## src/rtl/pipeline_sequencer_if.sv

```systemverilog
// Fetch/issue bus between the front end, the sequencer and the datapath.
interface pipeline_sequencer_if;
  logic [31:0] instruction;
  logic        instr_valid;
  logic        be_ps;
  logic        instr_ready;
  logic [31:0] issue_instr;
  logic        issue_valid;
  logic [31:0] pc;
  logic        flush;
  logic        stall;
  logic [15:0] bubble_count;

  modport master (
    output instruction, instr_valid, be_ps,
    input  instr_ready, issue_instr, issue_valid, pc, flush, stall, bubble_count
  );

  modport slave (
    input  instruction, instr_valid, be_ps,
    output instr_ready, issue_instr, issue_valid, pc, flush, stall, bubble_count
  );
endinterface

```

## src/rtl/pipeline_sequencer.sv

```systemverilog
// In-order issue sequencer: RAW hazard bubbles against a two-slot
// EX/WB scoreboard, BEQ redirect with one flush and one recovery bubble.
module pipeline_sequencer (
  input  logic                 clk_ps,
  input  logic                 rst_n_ps,
  pipeline_sequencer_if.slave  bus
);

  typedef enum logic [1:0] {RUN, STALL, REDIRECT} state_e;

  typedef struct packed {
    logic        valid;
    logic        we;
    logic [4:0]  wa;
    logic        is_beq;
    logic [31:0] target;
  } slot_t;

  localparam logic [5:0] OP_BEQ = 6'b000100;

  state_e      state_q, state_d;
  logic [31:0] pc_q, pc_d;
  logic [15:0] bubble_count_q, bubble_count_d;
  slot_t       s1_q, s1_d;
  slot_t       s2_q, s2_d;

  logic [5:0]  opcode;
  logic [4:0]  rs, rt, rd;
  logic        reads_rs, reads_rt, writes;
  logic [4:0]  waddr;
  logic        hazard;
  logic        branch_taken;
  logic [31:0] branch_target;
  logic        s2_unused;

  assign opcode = bus.instruction[31:26];
  assign rs     = bus.instruction[25:21];
  assign rt     = bus.instruction[20:16];
  assign rd     = bus.instruction[15:11];

  function automatic logic slot_hit(input logic [4:0] r, input slot_t s);
    return (r != '0) && s.valid && s.we && (s.wa == r);
  endfunction

  // Decode source/destination usage of the fetched word.
  always_comb begin
    reads_rs = 1'b0;
    reads_rt = 1'b0;
    writes   = 1'b0;
    waddr    = '0;
    unique case (opcode)
      6'b000000: begin
        reads_rs = 1'b1;
        reads_rt = 1'b1;
        writes   = 1'b1;
        waddr    = rd;
      end
      6'b001000, 6'b001100, 6'b001101, 6'b001010, 6'b100011: begin
        reads_rs = 1'b1;
        writes   = 1'b1;
        waddr    = rt;
      end
      6'b101011, OP_BEQ: begin
        reads_rs = 1'b1;
        reads_rt = 1'b1;
      end
      default: ;
    endcase
    if (waddr == '0) writes = 1'b0;
  end

  // Hazard detection, branch resolution and branch target arithmetic.
  always_comb begin
    hazard = (reads_rs && (slot_hit(rs, s1_q) || slot_hit(rs, s2_q))) ||
             (reads_rt && (slot_hit(rt, s1_q) || slot_hit(rt, s2_q)));
    branch_taken  = bus.be_ps && s1_q.valid && s1_q.is_beq;
    branch_target = pc_q + 32'd4 +
                    {{14{bus.instruction[15]}}, bus.instruction[15:0], 2'b00};
    s2_unused     = ^{s2_q.is_beq, s2_q.target};
  end

  // Next-state and issue outputs; a taken branch outranks everything else.
  always_comb begin
    state_d          = state_q;
    pc_d             = pc_q;
    bubble_count_d   = bubble_count_q;
    s2_d             = s1_q;
    s1_d             = '0;
    bus.issue_instr  = '0;
    bus.issue_valid  = 1'b0;
    bus.instr_ready  = 1'b0;
    bus.flush        = 1'b0;
    bus.stall        = 1'b0;

    if (branch_taken) begin
      bus.flush       = 1'b1;
      bus.instr_ready = 1'b1;
      pc_d            = s1_q.target;
      state_d         = REDIRECT;
    end else if (state_q == REDIRECT) begin
      state_d = RUN;
    end else if (bus.instr_valid && !hazard) begin
      bus.issue_instr = bus.instruction;
      bus.issue_valid = 1'b1;
      bus.instr_ready = 1'b1;
      s1_d.valid      = 1'b1;
      s1_d.we         = writes;
      s1_d.wa         = waddr;
      s1_d.is_beq     = (opcode == OP_BEQ);
      s1_d.target     = branch_target;
      pc_d            = pc_q + 32'd4;
      state_d         = RUN;
    end else if (bus.instr_valid) begin
      bus.stall = 1'b1;
      state_d   = STALL;
      if (bubble_count_q != '1) bubble_count_d = bubble_count_q + 16'd1;
    end else begin
      state_d = RUN;
    end

    // Reset suppresses every handshake output so nothing partially issues.
    if (!rst_n_ps) begin
      bus.issue_instr = '0;
      bus.issue_valid = 1'b0;
      bus.instr_ready = 1'b0;
      bus.flush       = 1'b0;
      bus.stall       = 1'b0;
    end

    bus.pc           = pc_q;
    bus.bubble_count = bubble_count_q;
  end

  // State, pc, counter and scoreboard registers.
  always_ff @(posedge clk_ps) begin
    if (!rst_n_ps) begin
      state_q        <= RUN;
      pc_q           <= '0;
      bubble_count_q <= '0;
      s1_q           <= '0;
      s2_q           <= '0;
    end else begin
      state_q        <= state_d;
      pc_q           <= pc_d;
      bubble_count_q <= bubble_count_d;
      s1_q           <= s1_d;
      s2_q           <= s2_d;
    end
  end

endmodule

```

## src/flat_wrapper.sv

```systemverilog
// flat-port wrapper written by rule: the top's interface ports become plain ports
module pipeline_sequencer_flat 
  (clk_ps, rst_n_ps, bus_instruction, bus_instr_valid, bus_be_ps, bus_instr_ready, bus_issue_instr, bus_issue_valid, bus_pc, bus_flush, bus_stall, bus_bubble_count);
  pipeline_sequencer_if bus_i ();
  input  logic clk_ps;
  input  logic rst_n_ps;
  input wire logic [$bits(bus_i.instruction)-1:0] bus_instruction;
  input wire logic [$bits(bus_i.instr_valid)-1:0] bus_instr_valid;
  input wire logic [$bits(bus_i.be_ps)-1:0] bus_be_ps;
  output wire logic [$bits(bus_i.instr_ready)-1:0] bus_instr_ready;
  output wire logic [$bits(bus_i.issue_instr)-1:0] bus_issue_instr;
  output wire logic [$bits(bus_i.issue_valid)-1:0] bus_issue_valid;
  output wire logic [$bits(bus_i.pc)-1:0] bus_pc;
  output wire logic [$bits(bus_i.flush)-1:0] bus_flush;
  output wire logic [$bits(bus_i.stall)-1:0] bus_stall;
  output wire logic [$bits(bus_i.bubble_count)-1:0] bus_bubble_count;
  assign bus_i.instruction = bus_instruction;
  assign bus_i.instr_valid = bus_instr_valid;
  assign bus_i.be_ps = bus_be_ps;
  assign bus_instr_ready = bus_i.instr_ready;
  assign bus_issue_instr = bus_i.issue_instr;
  assign bus_issue_valid = bus_i.issue_valid;
  assign bus_pc = bus_i.pc;
  assign bus_flush = bus_i.flush;
  assign bus_stall = bus_i.stall;
  assign bus_bubble_count = bus_i.bubble_count;
  pipeline_sequencer u_core (.clk_ps(clk_ps), .rst_n_ps(rst_n_ps), .bus(bus_i));
endmodule
```

## config.mk

```make
export PLATFORM = sky130hd
export DESIGN_NAME = pipeline_sequencer_flat
export DESIGN_NICKNAME = d
export VERILOG_FILES = /design/src/rtl/pipeline_sequencer_if.sv /design/src/rtl/pipeline_sequencer.sv /design/src/flat_wrapper.sv
export SDC_FILE = /design/constraint.sdc
export NUM_CORES = 1
export LEC_CHECK = 0
export CAP_MARGIN = 30
export CELL_PAD_IN_SITES_DETAIL_PLACEMENT = 1
export CELL_PAD_IN_SITES_GLOBAL_PLACEMENT = 1
export CORE_UTILIZATION = 42
export DETAILED_ROUTE_END_ITERATION = 6
export GPL_TIMING_DRIVEN = 0
export PLACE_DENSITY = 0.87
export SLEW_MARGIN = 0
export SYNTH_ARGS = -nofsm -noshare
export SYNTH_HDL_FRONTEND = slang
export SYNTH_SLANG_ARGS = --single-unit
```

## constraint.sdc

```tcl
create_clock -name clk_ps -period 5.7 [get_ports clk_ps]
set_input_delay 1.14 -clock clk_ps [delete_from_list [all_inputs] [get_ports clk_ps]]
set_output_delay 1.14 -clock clk_ps [all_outputs]
set_load 0.005 [all_outputs]
```

---- After elaboration in Yosys (flattened, before gate mapping) ----
Index checks and enable logic that the tools add are counted.
storage, ports and cells
  register bits ........................... 97
  input port bits ......................... 36
  output and inout port bits .............. 84
  logic and storage cells ................. 99
operators by class
  $add $sub $neg .......................... 3
  equality and inequality tests ........... 14
  multiplexer cells ....................... 30
  bitwise logic cells ..................... 4
  reduce and logical (&&, ||, !) cells .... 36
operator list
  kind                                                  number
  two-way mux 32 bit                                    7
  two-way mux 40 bit                                    1
  adder 32 x 3 -> 32 bit (second input constant)        1
  adder 32 bit                                          1
  equality test 6 x 4 -> 1 bit (second input constant)  4
  equality test 5 bit                                   4
  two-way mux 1 bit                                     18
  logical AND 1 bit                                     17
  adder 16 x 1 -> 16 bit (second input constant)        1
  inequality test 16 bit (second input constant)        1
  equality test 6 bit (second input constant)           2
  one-hot mux 5 bit (2 select lines)                    1
  nonzero test 5 bit                                    2
  OR reduction 5 bit                                    2
  OR reduction 4 bit                                    2
  OR reduction 8 bit                                    1
  equality test 6 x 3 -> 1 bit (second input constant)  1
  logical NOT 6 bit                                     1
  two-way mux 2 bit                                     3
  OR reduction 3 bit                                    2
  OR reduction 6 bit                                    1
  logical NOT 5 bit                                     1
  AND reduction 5 bit                                   1
  inverter 1 bit                                        4
  6 further kinds                                       8

---- Depth between registers and ports, before layout ----
Gate-level depths: netlist (run 1).
  depth in word-level cells ............... 13
  mapped depth ............................ 17
  depth with buffers taken out ............ 16

---- Worst setup path after synthesis (run 1) ----
OpenSTA, ideal clock, no wires.
  path kind ............................... input to output
  from .................................... input port bus_instruction[19]
  to ...................................... output port bus_issue_instr[10]
  data arrival time ....................... 3.033 ns
  setup slack ............................. 1.527 ns
  cell stages on the path ................. 10
  path buffers ............................ 3
  cell sequence ........................... or4_1 > nor2_1 > nor3b_1 > a32o_2 > or3_1 > clkbuf_1 > inv_2 > buf_2 > clkbuf_2 > and2_1
on the way
  word-level cells in the longest chain between the ends .. 13
  elaborated cells between the ends (all ways) .. 18
RTL lines
  item                            line                       RTL
  start, declared                 flat_wrapper.sv:7          input wire logic [$bits(bus_i.instruction)-1:0] bus_instruction;
  nonzero test 5 bit              pipeline_sequencer.sv:42   return (r != '0) && s.valid && s.we && (s.wa == r);
  logical AND 1 bit (3 in a row)  pipeline_sequencer.sv:42
  logical OR 1 bit *              pipeline_sequencer.sv:75   (reads_rt && (slot_hit(rt, s1_q) || slot_hit(rt, s2_q)));
  logical AND 1 bit *             pipeline_sequencer.sv:75
  logical OR 1 bit *              pipeline_sequencer.sv:74   hazard = (reads_rs && (slot_hit(rs, s1_q) || slot_hit(rs, s2_q))) ||
  logical NOT 1 bit *             pipeline_sequencer.sv:102  end else if (bus.instr_valid && !hazard) begin
  logical AND 1 bit *             pipeline_sequencer.sv:102
  two-way mux 32 bit *            pipeline_sequencer.sv:102
  two-way mux 32 bit *            pipeline_sequencer.sv:100  end else if (state_q == REDIRECT) begin
  two-way mux 32 bit *            pipeline_sequencer.sv:95   if (branch_taken) begin
  two-way mux 32 bit *            pipeline_sequencer.sv:122  if (!rst_n_ps) begin
  end, declared                   flat_wrapper.sv:11         output wire logic [$bits(bus_i.issue_instr)-1:0] bus_issue_instr;
Every way passes the cells marked *; elsewhere a longest branch is shown, timed or not.

---- Worst setup path in the final report (run 1) ----
  from .................................... input port bus_instruction[18]
  to ...................................... output port bus_issue_instr[10]
Same word-level chain as after synthesis.

==> impl_summary.log, run 1 <==
INFO  metric worst_slack_setup_final = around 0.14 ns
INFO  metric clk_path_buf_depth = 2
INFO  metric fmax = approximately 180 MHz
INFO  metric finalSetupViolations = 0
INFO  metric synth_warnings = 0
INFO  metric routed_wire_length_per_instance = ~19 microns
INFO  metric hold_class = reg -> reg
INFO  metric grt_overflow = 0
INFO  metric post-route-min-period = between 5 and 6 ns
INFO  metric totalPowerFinal = about 1.5 mW
INFO  metric ys_dominant_reg_cell = sky130_fd_sc_hd__dfxtp_1
INFO  metric tritoncts = done
INFO  metric number_of_cells_after_detailed_placement = approximately 1100
INFO  metric synth.avg_cell_area = 8.069 sq um
INFO  metric post_synth_inst_count = just under 800
INFO  metric critPathBufInv = 5
INFO  metric seqCellArea = just under 2000 sq um
INFO  metric route.final.wire_length = 20930 microns
INFO  metric power_per_cell_area = around 190 nW/um^2
INFO  metric ant_cells = 0
INFO  metric place_hpwl = 15900 microns
INFO  metric endpoint_kind = output port
INFO  metric ys_seq_elements = just under 100
INFO  metric synthTopCellsByArea = sky130_fd_sc_hd__dfxtp_1 31%, sky130_fd_sc_hd__xnor2_1 12%, sky130_fd_sc_hd__ha_1 7.6%
INFO  metric cts.clk_slew.worst_paths = roughly 0.06 ns
INFO  metric final_hold_viol_count = 0
INFO  metric fp.dieH = between 100 and 150 microns
INFO  metric critical-path-max-stage-delay = 0.55 ns
INFO  metric first_global_vias = roughly 6200
INFO  metric total_drc_errors_in_the_routed_layout = 0
INFO  metric worstPathMaxFanout = 10
INFO  metric setup.worst_path.class = in -> out
INFO  metric worst-slew-pin-transition = between 1 and 1.5 ns
INFO  metric run_status = completed
INFO  metric port_buf_inserts = 119
INFO  metric synthDominantAreaCellType = sky130_fd_sc_hd__dfxtp_1
INFO  metric core_region_area = approximately 15000 sq um
INFO  metric finish.net_count = between 900 and 1000
INFO  metric timing.critical_path.arrival = ~4.4 ns
INFO  metric fill_cells = 1757
INFO  metric avgViaCountPerCell = about 5.7
INFO  metric layout_stage_area_growth_over_the_synthesis_result = 27.31%
INFO  metric die_area = 15380 sq um
INFO  metric synth.net_count = 850
INFO  metric worstPathRequired = ~4.6 ns
INFO  metric asyncSetResetFlopFracSynth = 0%
INFO  metric netlist.area_leader.share = between 30% and 40%
INFO  metric worst_path_most_repeated_cell = sky130_fd_sc_hd__clkdlybuf4s50_1
INFO  metric global_route_wire_length_before_repair = 32570 microns
INFO  metric irDropWorstVdd = between 0.0001 and 0.00015 V
INFO  metric finClkSkew = roughly 0.0055 ns
INFO  metric netlist-cell-type-count = 57
INFO  metric area_of_the_mapped_netlist = 6253 sq um
INFO  metric cts_htree_levels = 3
INFO  metric globalplace.congestion = ~0.88
INFO  metric place_ws = -0.1048 ns
INFO  metric rows = 44
INFO  metric crit_chain = clkdlybuf4s50_1, or4_1, nor2_1, nor3b_1, a32o_2, or3_4, inv_2, buf_2, clkbuf_2, and2_1, clkdlybuf4s50_1
INFO  metric dr.pass1.iters = 5
INFO  metric num_io_pins = 120
INFO  metric cap_viol_max_count = 0
INFO  metric ys_seq_area_share = 31.05%
INFO  metric drive_gt1_share = about 3.9%
INFO  metric number_of_flops_mapped_to_enable_cells_by_yosys = 0
INFO  metric grt_max_degree = 21
INFO  metric grt.total_usage = 27.86%
INFO  metric num_vias = 6223
INFO  metric rsz0062_at_grt = false
INFO  metric grt_antenna_before_repair = 0
INFO  metric numCtsBuffers = 9
INFO  metric worstSetupStartpointType = input port
INFO  metric timing.final.crit_share = between 90 and 100%
INFO  metric route.antenna.remaining_nets = 0
INFO  metric critPathSlowestCell = sky130_fd_sc_hd__or4_1
INFO  metric floorplan.initialDensity = around 43%
INFO  metric critical_path.top_delay_family = buffers and inverters
INFO  metric r2r_slack = between 1 and 1.5 ns
INFO  metric clock_latency = 0.34 ns
INFO  metric timing.slew.headroom = between 30% and 40%
INFO  metric fp.dieW = between 100 and 150 microns
INFO  metric slew_viol_final = 0
INFO  metric finalNonFillerCells = ~1100
INFO  metric drt_iter0_drc = 430
INFO  metric multi_input_combinational_cell_area = around 4000 sq um
INFO  metric fin_worst_hold_slack = 0.4329 ns
INFO  metric power.static_leakage = a little over 3 nW
INFO  metric clock-root-buffer = sky130_fd_sc_hd__clkbuf_16
INFO  metric clock_sinks = 97
-- state kept, by name, indices dropped and copies added, names as in the netlist --
register and flops:
u_core.bus.bubble_count 16, u_core.bus.pc 32, u_core.s1_q 40, u_core.s2_q 7, u_core.state_q 2
-- final cells by class --
type	instances	area share (%)
multi-input combinational	628	51.47
sequential	97	24.39
timing repair buffer	119	14.96
clock buffer	11	3.049
tap	184	2.892
buffer	31	1.854
inverter	18	0.8487
clock inverter	3	0.5343
-- synthesized netlist by cell type, types with 5 or more instances --
| library cell | count |
|---|---|
| sky130_fd_sc_hd__xor2_1 | 26 |
| sky130_fd_sc_hd__ha_1 | 38 |
| sky130_fd_sc_hd__nand3_1 | 32 |
| sky130_fd_sc_hd__and2_1 | 47 |
| sky130_fd_sc_hd__and3_1 | 15 |
| sky130_fd_sc_hd__or3_1 | 10 |
| sky130_fd_sc_hd__clkbuf_1 | 20 |
| sky130_fd_sc_hd__a22oi_1 | 5 |
| sky130_fd_sc_hd__nand2_1 | 41 |
| sky130_fd_sc_hd__or4_1 | 5 |
| sky130_fd_sc_hd__a21oi_1 | 36 |
| sky130_fd_sc_hd__o21ai_0 | 22 |
| sky130_fd_sc_hd__o21a_1 | 5 |
| sky130_fd_sc_hd__inv_1 | 16 |
| sky130_fd_sc_hd__buf_2 | 5 |
| sky130_fd_sc_hd__nand4_1 | 14 |
| sky130_fd_sc_hd__nor4_1 | 6 |
| sky130_fd_sc_hd__nor2_1 | 118 |
| sky130_fd_sc_hd__xnor2_1 | 83 |
| sky130_fd_sc_hd__dfxtp_1 | 97 |
| sky130_fd_sc_hd__a311oi_1 | 5 |
| sky130_fd_sc_hd__nor3_1 | 25 |
| sky130_fd_sc_hd__a21o_1 | 16 |
| sky130_fd_sc_hd__a31oi_1 | 5 |
| sky130_fd_sc_hd__a211oi_1 | 27 |
-- report_power, final --
part / internal, mW / leakage [nW] / switching [mW]
logic: 0.0893 / 2.12 / 0.102
clock network: 0.347 / 0.137 / 0.250
registers: 0.691 / 0.787 / 0.00803
-- metal layers --
metal | global-route usage (%) | part of all wire (%) | up-vias
met5 | 0 | 0 | -
met4 | 10.57 | 2.6 | 0
met3 | 3.617 | 4.8 | 40
met2 | 48.72 | 49 | 170
met1 | 34.66 | 44 | 3047
li1 | - | - | 2966
-- metrics by stage --
| stage | area, sq um | util [%] | setup TNS [ns] |
|---|---|---|---|
| 3_5_place_dp | 7675 | 52.81 | -1.519 |
| 4_1_cts | 7961 | 54.78 | 0 |
| 3_3_place_gp | 7675 | 52.81 | -0.1871 |
| 6_report | 7961 | 54.78 | 0 |
| 2_1_floorplan | 6254 | - | 0 |
| 5_1_grt | 7961 | 54.78 | 0 |
-- repair_timing --
action	in CTS	in global routing
endpoints found under the setup margin	20	0
setup buffers	0	0
endpoints found under the hold margin	0	0
resized for setup	1	0
hold buffers	0	0
-- kinds of logic after synthesis --
| group | share of synthesized area, % |
|---|---|
| adder cells (fa/ha/maj) | 7.923 |
| multiplexers | 0.3201 |
| AO/OA/AOI/OAI | 15.59 |
| buffers and inverters | 3.501 |
| XOR/XNOR | 15.27 |
| flip-flops | 31.05 |
| AND/OR/NAND/NOR | 26.35 |
-- cells in the final DEF (no fill, tap or decap), types with 5 or more instances in the layout --
cell / count
sky130_fd_sc_hd__xor2_1: 26
sky130_fd_sc_hd__a21o_1: 16
sky130_fd_sc_hd__buf_2: 5
sky130_fd_sc_hd__inv_1: 16
sky130_fd_sc_hd__or3_1: 9
sky130_fd_sc_hd__dfxtp_1: 97
sky130_fd_sc_hd__ha_1: 38
sky130_fd_sc_hd__nor3_1: 25
sky130_fd_sc_hd__clkdlybuf4s50_1: 119
sky130_fd_sc_hd__nand2_1: 41
sky130_fd_sc_hd__nor4_1: 6
sky130_fd_sc_hd__and2_1: 47
sky130_fd_sc_hd__or4_1: 5
sky130_fd_sc_hd__o21ai_0: 22
sky130_fd_sc_hd__clkbuf_1: 20
sky130_fd_sc_hd__nand3_1: 32
sky130_fd_sc_hd__clkbuf_16: 9
sky130_fd_sc_hd__a21oi_1: 36
sky130_fd_sc_hd__xnor2_1: 83
sky130_fd_sc_hd__a31oi_1: 5
sky130_fd_sc_hd__a311oi_1: 5
sky130_fd_sc_hd__o21a_1: 5
sky130_fd_sc_hd__nand4_1: 14
sky130_fd_sc_hd__and3_1: 15
sky130_fd_sc_hd__a22oi_1: 5
sky130_fd_sc_hd__nor2_1: 118
sky130_fd_sc_hd__a211oi_1: 27
-- final timing paths --
path,to,from,depth (start not counted)
max,bus_issue_instr[10],bus_instruction[18],11
min,u_core.bus.pc[29],u_core.s1_q[29],1
max reg2reg,u_core.s1_q[31],u_core.bus.pc[2],15
min reg2reg,u_core.bus.pc[29],u_core.s1_q[29],1
No activity file was read; power rests on OpenSTA's default activity.
==> run 2, diff against run 1 <==
MAX_ROUTING_LAYER = met4   (was default)
==> run 2 against run 1 <==
Largest power group unchanged. Count of clock-buffer cells in the layout unchanged. Register-to-register slack worse by 0.02 ns. Sequential cell count stayed put. Non-clock buffer count stayed put. Design area is the same.
==> impl_summary.log, run 2 (synthesis results as in run 1) <==
INFO  metric run_status = completed
INFO  metric floorplan.initialDensity = 43.03% (unchanged)
INFO  metric dr.pass1.iters = 5 (unchanged)
INFO  metric crit_chain = clkdlybuf4s50_1, or4_1, nor2_1, nor3b_1, a32o_2, or3_4, inv_2, buf_2, clkbuf_2, and2_1, clkdlybuf4s50_1
INFO  metric die_area = 15380 sq um (unchanged)
INFO  metric power_per_cell_area = 187.0 nW/um^2 (+0.13%)
INFO  metric first_global_vias = 6199 (-0.11%)
INFO  metric fp.dieH = 124.0 microns (unchanged)
INFO  metric place_hpwl = 15900 microns (unchanged)
INFO  metric largest_register_ffs = 40 (unchanged)
INFO  metric top_layer_used = met4
INFO  metric clk_path_buf_depth = 2 (unchanged)
INFO  metric layout_stage_area_growth_over_the_synthesis_result = 27.31% (unchanged)
INFO  metric total_drc_errors_in_the_routed_layout = 0 (unchanged)
INFO  metric irDropWorstVdd = 0.0001211 V (-0.42%)
INFO  metric wl_met1 = 9183 microns (+0.67%)
INFO  metric fp.dieW = 124.0 microns (unchanged)
INFO  metric post-route-min-period = 5.552 ns (-0.004020 ns)
INFO  metric ant_cells = 0 (unchanged)
INFO  metric critical_path.reg2reg.startpoint = u_core.bus.pc[2]
INFO  metric grt_max_degree = 21 (unchanged)
INFO  metric timing.final.crit_share = 97.41% (about the same)
INFO  metric num_io_pins = 120 (unchanged)
INFO  metric globalplace.congestion = 0.8993 (+1.7%)
INFO  metric grt_antenna_before_repair = 0 (unchanged)
INFO  metric worstPathMaxFanout = 10 (unchanged)
INFO  metric worstPathRequired = 4.56 ns (about the same)
INFO  metric place_ws = -0.1048 ns (unchanged)
INFO  metric worstSetupStartpointType = input port
INFO  metric timing.critical_path.from = bus_instruction[18]
INFO  metric avgViaCountPerCell = 5.685 (-0.34%)
INFO  metric grt_overflow = 0 (unchanged)
INFO  metric core_region_area = 14530 sq um (unchanged)
INFO  metric worst-slew-pin-transition = 0.9968 ns (-0.005476 ns)
INFO  metric power.static_leakage = 3.044 nW (unchanged)
INFO  metric timing.critical_path.arrival = 4.41 ns (about the same)
INFO  metric global_route_wire_length_before_repair = 32600 microns (about the same)
INFO  metric cap_viol_max_count = 0 (unchanged)
INFO  metric finalNonFillerCells = 1091 (unchanged)
INFO  metric worst_slack_setup_final = 0.1479 ns (+0.004020 ns)
INFO  metric clock_sinks = 97 (unchanged)
INFO  metric final_common_cell = sky130_fd_sc_hd__clkdlybuf4s50_1
INFO  metric drive_gt1_share = 3.859% (unchanged)
INFO  metric hold-path-cell-count = 1 (unchanged)
INFO  metric finalSetupViolations = 0 (unchanged)
INFO  metric fmax = 180.1 MHz (about the same)
INFO  metric rsz0062_at_grt = false
INFO  metric hold_class = reg -> reg
INFO  metric cts.clk_slew.worst_paths = 0.06 ns (about the same)
INFO  metric met2_routed_wl = 10320 microns (+0.62%)
INFO  metric largest-register = u_core.s1_q
INFO  metric endpoint_kind = output port
INFO  metric route.antenna.remaining_nets = 0 (unchanged)
INFO  metric numCtsBuffers = 9 (unchanged)
INFO  metric clock-root-buffer = sky130_fd_sc_hd__clkbuf_16
INFO  metric totalPowerFinal = 1.488 mW (+0.13%)
INFO  metric most_frequent_cells_in_the_layout = 119 x sky130_fd_sc_hd__clkdlybuf4s50_1, 118 x sky130_fd_sc_hd__nor2_1, 97 x sky130_fd_sc_hd__dfxtp_1
INFO  metric cts_htree_levels = 3 (unchanged)
INFO  metric rows = 44 (unchanged)
INFO  metric route.final.wire_length = 20970 microns (+0.20%)
INFO  metric num_vias = 6202 (-0.34%)
INFO  metric finish.net_count = 979 (unchanged)
INFO  metric critical-path-max-stage-delay = 0.55 ns (about the same)
INFO  metric setup.worst_path.class = in -> out
INFO  metric core_util_final = 54.78% (unchanged)
INFO  metric clock_latency = 0.34 ns (about the same)
INFO  metric worst-r2r-cell-count = 15 (unchanged)
INFO  metric timing.slew.headroom = 33.34% (+0.37 points)
INFO  metric tritoncts = done
INFO  metric slew_viol_final = 0 (unchanged)
INFO  metric finClkSkew = 0.004546 ns (-0.0009867 ns)
INFO  metric postCtsSetupBuffers = 0 (unchanged)
INFO  metric worst_path_most_repeated_cell = sky130_fd_sc_hd__clkdlybuf4s50_1
INFO  metric holdPathEnd = u_core.bus.pc[29]
INFO  metric final_hold_viol_count = 0 (unchanged)
INFO  metric grt.total_usage = 28.69% (+0.83 points)
INFO  metric critical_path.reg2reg.endpoint = u_core.s1_q[31]
INFO  metric met3_length = 966 microns (-3.1%)
INFO  metric port_buf_inserts = 119 (unchanged)
INFO  metric r2r_slack = 1.15 ns (-0.02 ns)
INFO  metric critPathSlowestCell = sky130_fd_sc_hd__or4_1
INFO  metric routed_wire_length_per_instance = 19.22 microns (+0.20%)
INFO  metric min-delay-start = u_core.s1_q[29]
INFO  metric number_of_cells_after_detailed_placement = 1078 (unchanged)
INFO  metric drt_iter0_drc = 334 (-22%)
run 2: worst max path at each step:
stage,end,depth (start not counted)
2_1_floorplan,bus_issue_instr[10],10
3_3_place_gp,bus_issue_instr[13],12
3_5_place_dp,bus_issue_instr[13],12
4_1_cts,bus_issue_instr[13],11
5_1_grt,bus_issue_instr[9],11
6_report,bus_issue_instr[13],11
run 2: final cells by class:
type	instances	area, sq um
plain buffers	31	147.6
clock buffers	11	242.7
clock inverters	3	42.54
fillers	1757	6573
inverters	18	67.56
multi-input cells	628	4098
flip-flops and latches	97	1942
well taps	184	230.2
repair buffers	119	1191
run 2: repair_timing:
item,CTS,global route
resized for setup,1,0
endpoints found under the setup margin,20,0
hold buffers,0,0
run 2: stage by stage:
step	cell area [sq um]	setup TNS, ns	hold WS, ns
6_report	7961	0	0.4327
5_1_grt	7961	0	0.4604
4_1_cts	7961	0	0.4379
3_5_place_dp	7675	-1.519	0.4226
3_3_place_gp	7675	-0.1871	0.4152
2_1_floorplan	6254	0	0.4100
run 2: critical path: cells and delay by family:
kind / cells / cell delay [ns]
buffers and inverters: 5 / 1.59
AND/OR/NAND/NOR: 5 / 1.36
AO/OA/AOI/OAI: 1 / 0.31
run 2: power by group:
part / switching (mW) / internal (mW) / leakage (nW)
clock network: 0.252 / 0.347 / 0.137
registers: 0.00793 / 0.691 / 0.787
logic: 0.102 / 0.0893 / 2.12
run 2: per-layer routing:
metal	GRT usage [%]	vias to the layer above
met5	-	-
met4	10.57	0
met3	3.617	35
met2	48.75	177
met1	34.68	3027
li1	-	2963
==> run 3, diff against run 2 <==
CORE_UTILIZATION = 43   (was 42)
CTS_BUF_LIST = sky130_fd_sc_hd__clkbuf_4 sky130_fd_sc_hd__clkbuf_8   (was default)
PLACE_DENSITY = 0.88   (was 0.87)
==> run 3 against run 2 <==
Combinational power about the same. Clock power decreased by 27%. Sequential cell count unchanged. Core utilization increased by 1.2 points. Sequential share of layout area increased by 0.31 points. Wire length increased by 1.1%. Critical path depth unchanged. Clock skew increased by 0.0071 ns. Global-route usage increased by 0.84 points. Die area decreased by 2.3%.
==> impl_summary.log, run 3 (synthesis results as in run 1) <==
INFO  metric fp.dieW = 122.6 microns (-1.1%)
INFO  metric rows = 43 (-2.3%)
INFO  metric largest_register_ffs = 40 (unchanged)
INFO  metric slew_viol_final = 0 (unchanged)
INFO  metric core_region_area = 14040 sq um (-3.4%)
INFO  metric timing.critical_path.arrival = 4.45 ns (+0.04 ns)
INFO  metric globalplace.congestion = 0.8988 (about the same)
INFO  metric finish.net_count = 979 (unchanged)
INFO  metric largest-register = u_core.s1_q
INFO  metric hold_class = reg -> reg
INFO  metric worstPathMaxFanout = 10 (unchanged)
INFO  metric cts_htree_levels = 3 (unchanged)
INFO  metric avgViaCountPerCell = 5.712 (+0.47%)
INFO  metric cts.clk_slew.worst_paths = 0.10 ns (+0.04 ns)
INFO  metric power.static_leakage = 3.005 nW (-1.3%)
INFO  metric worstPathRequired = 4.56 ns (about the same)
INFO  metric place_hpwl = 16420 microns (+3.3%)
INFO  metric fmax = 178.8 MHz (-0.73%)
INFO  metric routed_wire_length_per_instance = 19.47 microns (+1.3%)
INFO  metric route.final.wire_length = 21200 microns (+1.1%)
INFO  metric grt_max_degree = 21 (unchanged)
INFO  metric global_route_wire_length_before_repair = 33130 microns (+1.7%)
INFO  metric run_status = completed
INFO  metric timing.final.crit_share = 98.12% (+0.71 points)
INFO  metric finalSetupViolations = 0 (unchanged)
INFO  metric fill_cells = 1729 (-1.6%)
INFO  metric totalPowerFinal = 1.327 mW (-11%)
INFO  metric dr.pass1.iters = 5 (unchanged)
INFO  metric setup.worst_path.class = in -> out
INFO  metric most_frequent_cells_in_the_layout = 118 x sky130_fd_sc_hd__nor2_1, 118 x sky130_fd_sc_hd__clkdlybuf4s50_1, 97 x sky130_fd_sc_hd__dfxtp_1
INFO  metric grt.total_usage = 29.53% (+0.84 points)
INFO  metric layout_stage_area_growth_over_the_synthesis_result = 25.73%
INFO  metric ant_cells = 0 (unchanged)
INFO  metric port_buf_inserts = 119 (unchanged)
INFO  metric clock_latency = 0.38 ns (+0.04 ns)
INFO  metric tritoncts = done
INFO  metric drive_gt1_share = 4.180% (+0.32 points)
INFO  metric grt_antenna_before_repair = 0 (unchanged)
INFO  metric irDropWorstVdd = 0.0001022 V (-16%)
INFO  metric numCtsBuffers = 9 (unchanged)
INFO  metric worstSetupStartpointType = input port
INFO  metric fin_worst_hold_slack = 0.4413 ns (+0.008636 ns)
INFO  metric cts_hold_buffers = 0 (unchanged)
INFO  metric power_per_cell_area = 168.7 nW/um^2 (-9.7%)
INFO  metric timing.slew.headroom = 30.51% (-2.8 points)
INFO  metric rsz0062_at_grt = false
INFO  metric route.antenna.remaining_nets = 0 (unchanged)
INFO  metric finClkSkew = 0.01167 ns (+0.007122 ns)
INFO  metric clk_path_buf_depth = 2 (unchanged)
INFO  metric floorplan.initialDensity = 44.53% (+1.5 points)
INFO  metric post-route-min-period = 5.593 ns (+0.04057 ns)
INFO  metric num_io_pins = 120 (unchanged)
INFO  metric worst-slew-pin-transition = 1.039 ns (+0.04225 ns)
INFO  metric num_vias = 6220 (+0.29%)
INFO  metric grt_overflow = 0 (unchanged)
INFO  metric clock-root-buffer = sky130_fd_sc_hd__clkbuf_8
INFO  metric clock_sinks = 97 (unchanged)
INFO  metric final_hold_viol_count = 0 (unchanged)
INFO  metric endpoint_kind = output port
INFO  metric postCtsSetupBuffers = 0 (unchanged)
INFO  metric die_area = 15030 sq um (-2.3%)
INFO  metric cap_viol_max_count = 0 (unchanged)
INFO  metric fp.dieH = 122.6 microns (-1.1%)
INFO  metric drt_iter0_drc = 353 (+5.7%)
INFO  metric first_global_vias = 6391 (+3.1%)
INFO  metric total_drc_errors_in_the_routed_layout = 0 (unchanged)
==> run 3: cell types whose count changed in the layout (fill, tap and decap cells not counted), sizes merged <==
cell | previous run | this run
bufinv | 1 | 0
clkinvlp | 1 | 2
clkdlybuf4s50 | 119 | 118
clkinv | 1 | 3
dlymetal6s2s | 0 | 1
==> run 3: layer usage <==
metal	up-vias	global-route usage (%)	share of wire, %
met4	0	12.58	2.9
met2	182	49.19	49
met5	-	-	0
met1	3008	35.67	44
met3	48	3.903	4.5
li1	2982	-	-
==> run 3: worst max-delay path: stages <==
cell	delay (ns)
sky130_fd_sc_hd__clkdlybuf4s50_1	0.53
sky130_fd_sc_hd__or4_1	0.55
sky130_fd_sc_hd__nor2_1	0.12
sky130_fd_sc_hd__nor3b_1	0.06
sky130_fd_sc_hd__a32o_2	0.30
sky130_fd_sc_hd__or3_4	0.50
sky130_fd_sc_hd__inv_2	0.10
sky130_fd_sc_hd__buf_2	0.23
sky130_fd_sc_hd__clkbuf_4	0.25
sky130_fd_sc_hd__and2_1	0.16
sky130_fd_sc_hd__clkdlybuf4s50_1	0.50
==> run 3: worst paths after layout <==
path	startpoint	end	slack (ns)	cells after the start
setup / recovery	bus_instruction[18]	bus_issue_instr[7]	0.11	11
hold / removal	u_core.s1_q[27]	u_core.bus.pc[27]	0.44	1
setup reg to reg	u_core.bus.pc[4]	u_core.s1_q[31]	0.90	17
hold reg to reg	u_core.s1_q[27]	u_core.bus.pc[27]	0.44	1
==> run 3: power by group <==
group / switching (mW) / leakage [nW] / total (mW) / internal, mW
Sequential: 0.00793 / 0.787 / 0.699 / 0.691
Clock: 0.257 / 0.0891 / 0.435 / 0.178
Combinational: 0.104 / 2.13 / 0.193 / 0.0894
==> run 3: layout make-up <==
| class | count | area (sq um) | share of cell area (%) |
|---|---|---|---|
| multi-input cells | 628 | 4098 | 52.12 |
| flip-flops and latches | 97 | 1942 | 24.70 |
| repair buffers | 119 | 1194 | 15.18 |
| well taps | 180 | 225.2 | 2.864 |
| plain buffers | 31 | 150.1 | 1.910 |
| clock buffers | 11 | 145.1 | 1.846 |
| inverters | 18 | 67.56 | 0.8593 |
| clock inverters | 5 | 41.29 | 0.5251 |
==> run 3: repair_timing <==
action,CTS,global route
gates resized for setup,1,3
setup endpoints to repair,20,10
pin swaps,0,0
==> run 3: metrics by stage <==
step | std cells | setup slack (ns) | util (%) | instance area, sq um | setup TNS, ns
2_1_floorplan | 775 | 1.527 | - | 6254 | 0
3_3_place_gp | 1074 | -0.06574 | 54.62 | 7670 | -0.7013
3_5_place_dp | 1074 | -0.1988 | 54.62 | 7670 | -2.962
4_1_cts | 1089 | 0.02855 | 55.96 | 7858 | 0
5_1_grt | 1089 | 0.03291 | 55.99 | 7863 | 0
6_report | 1089 | 0.1073 | 55.99 | 7863 | 0
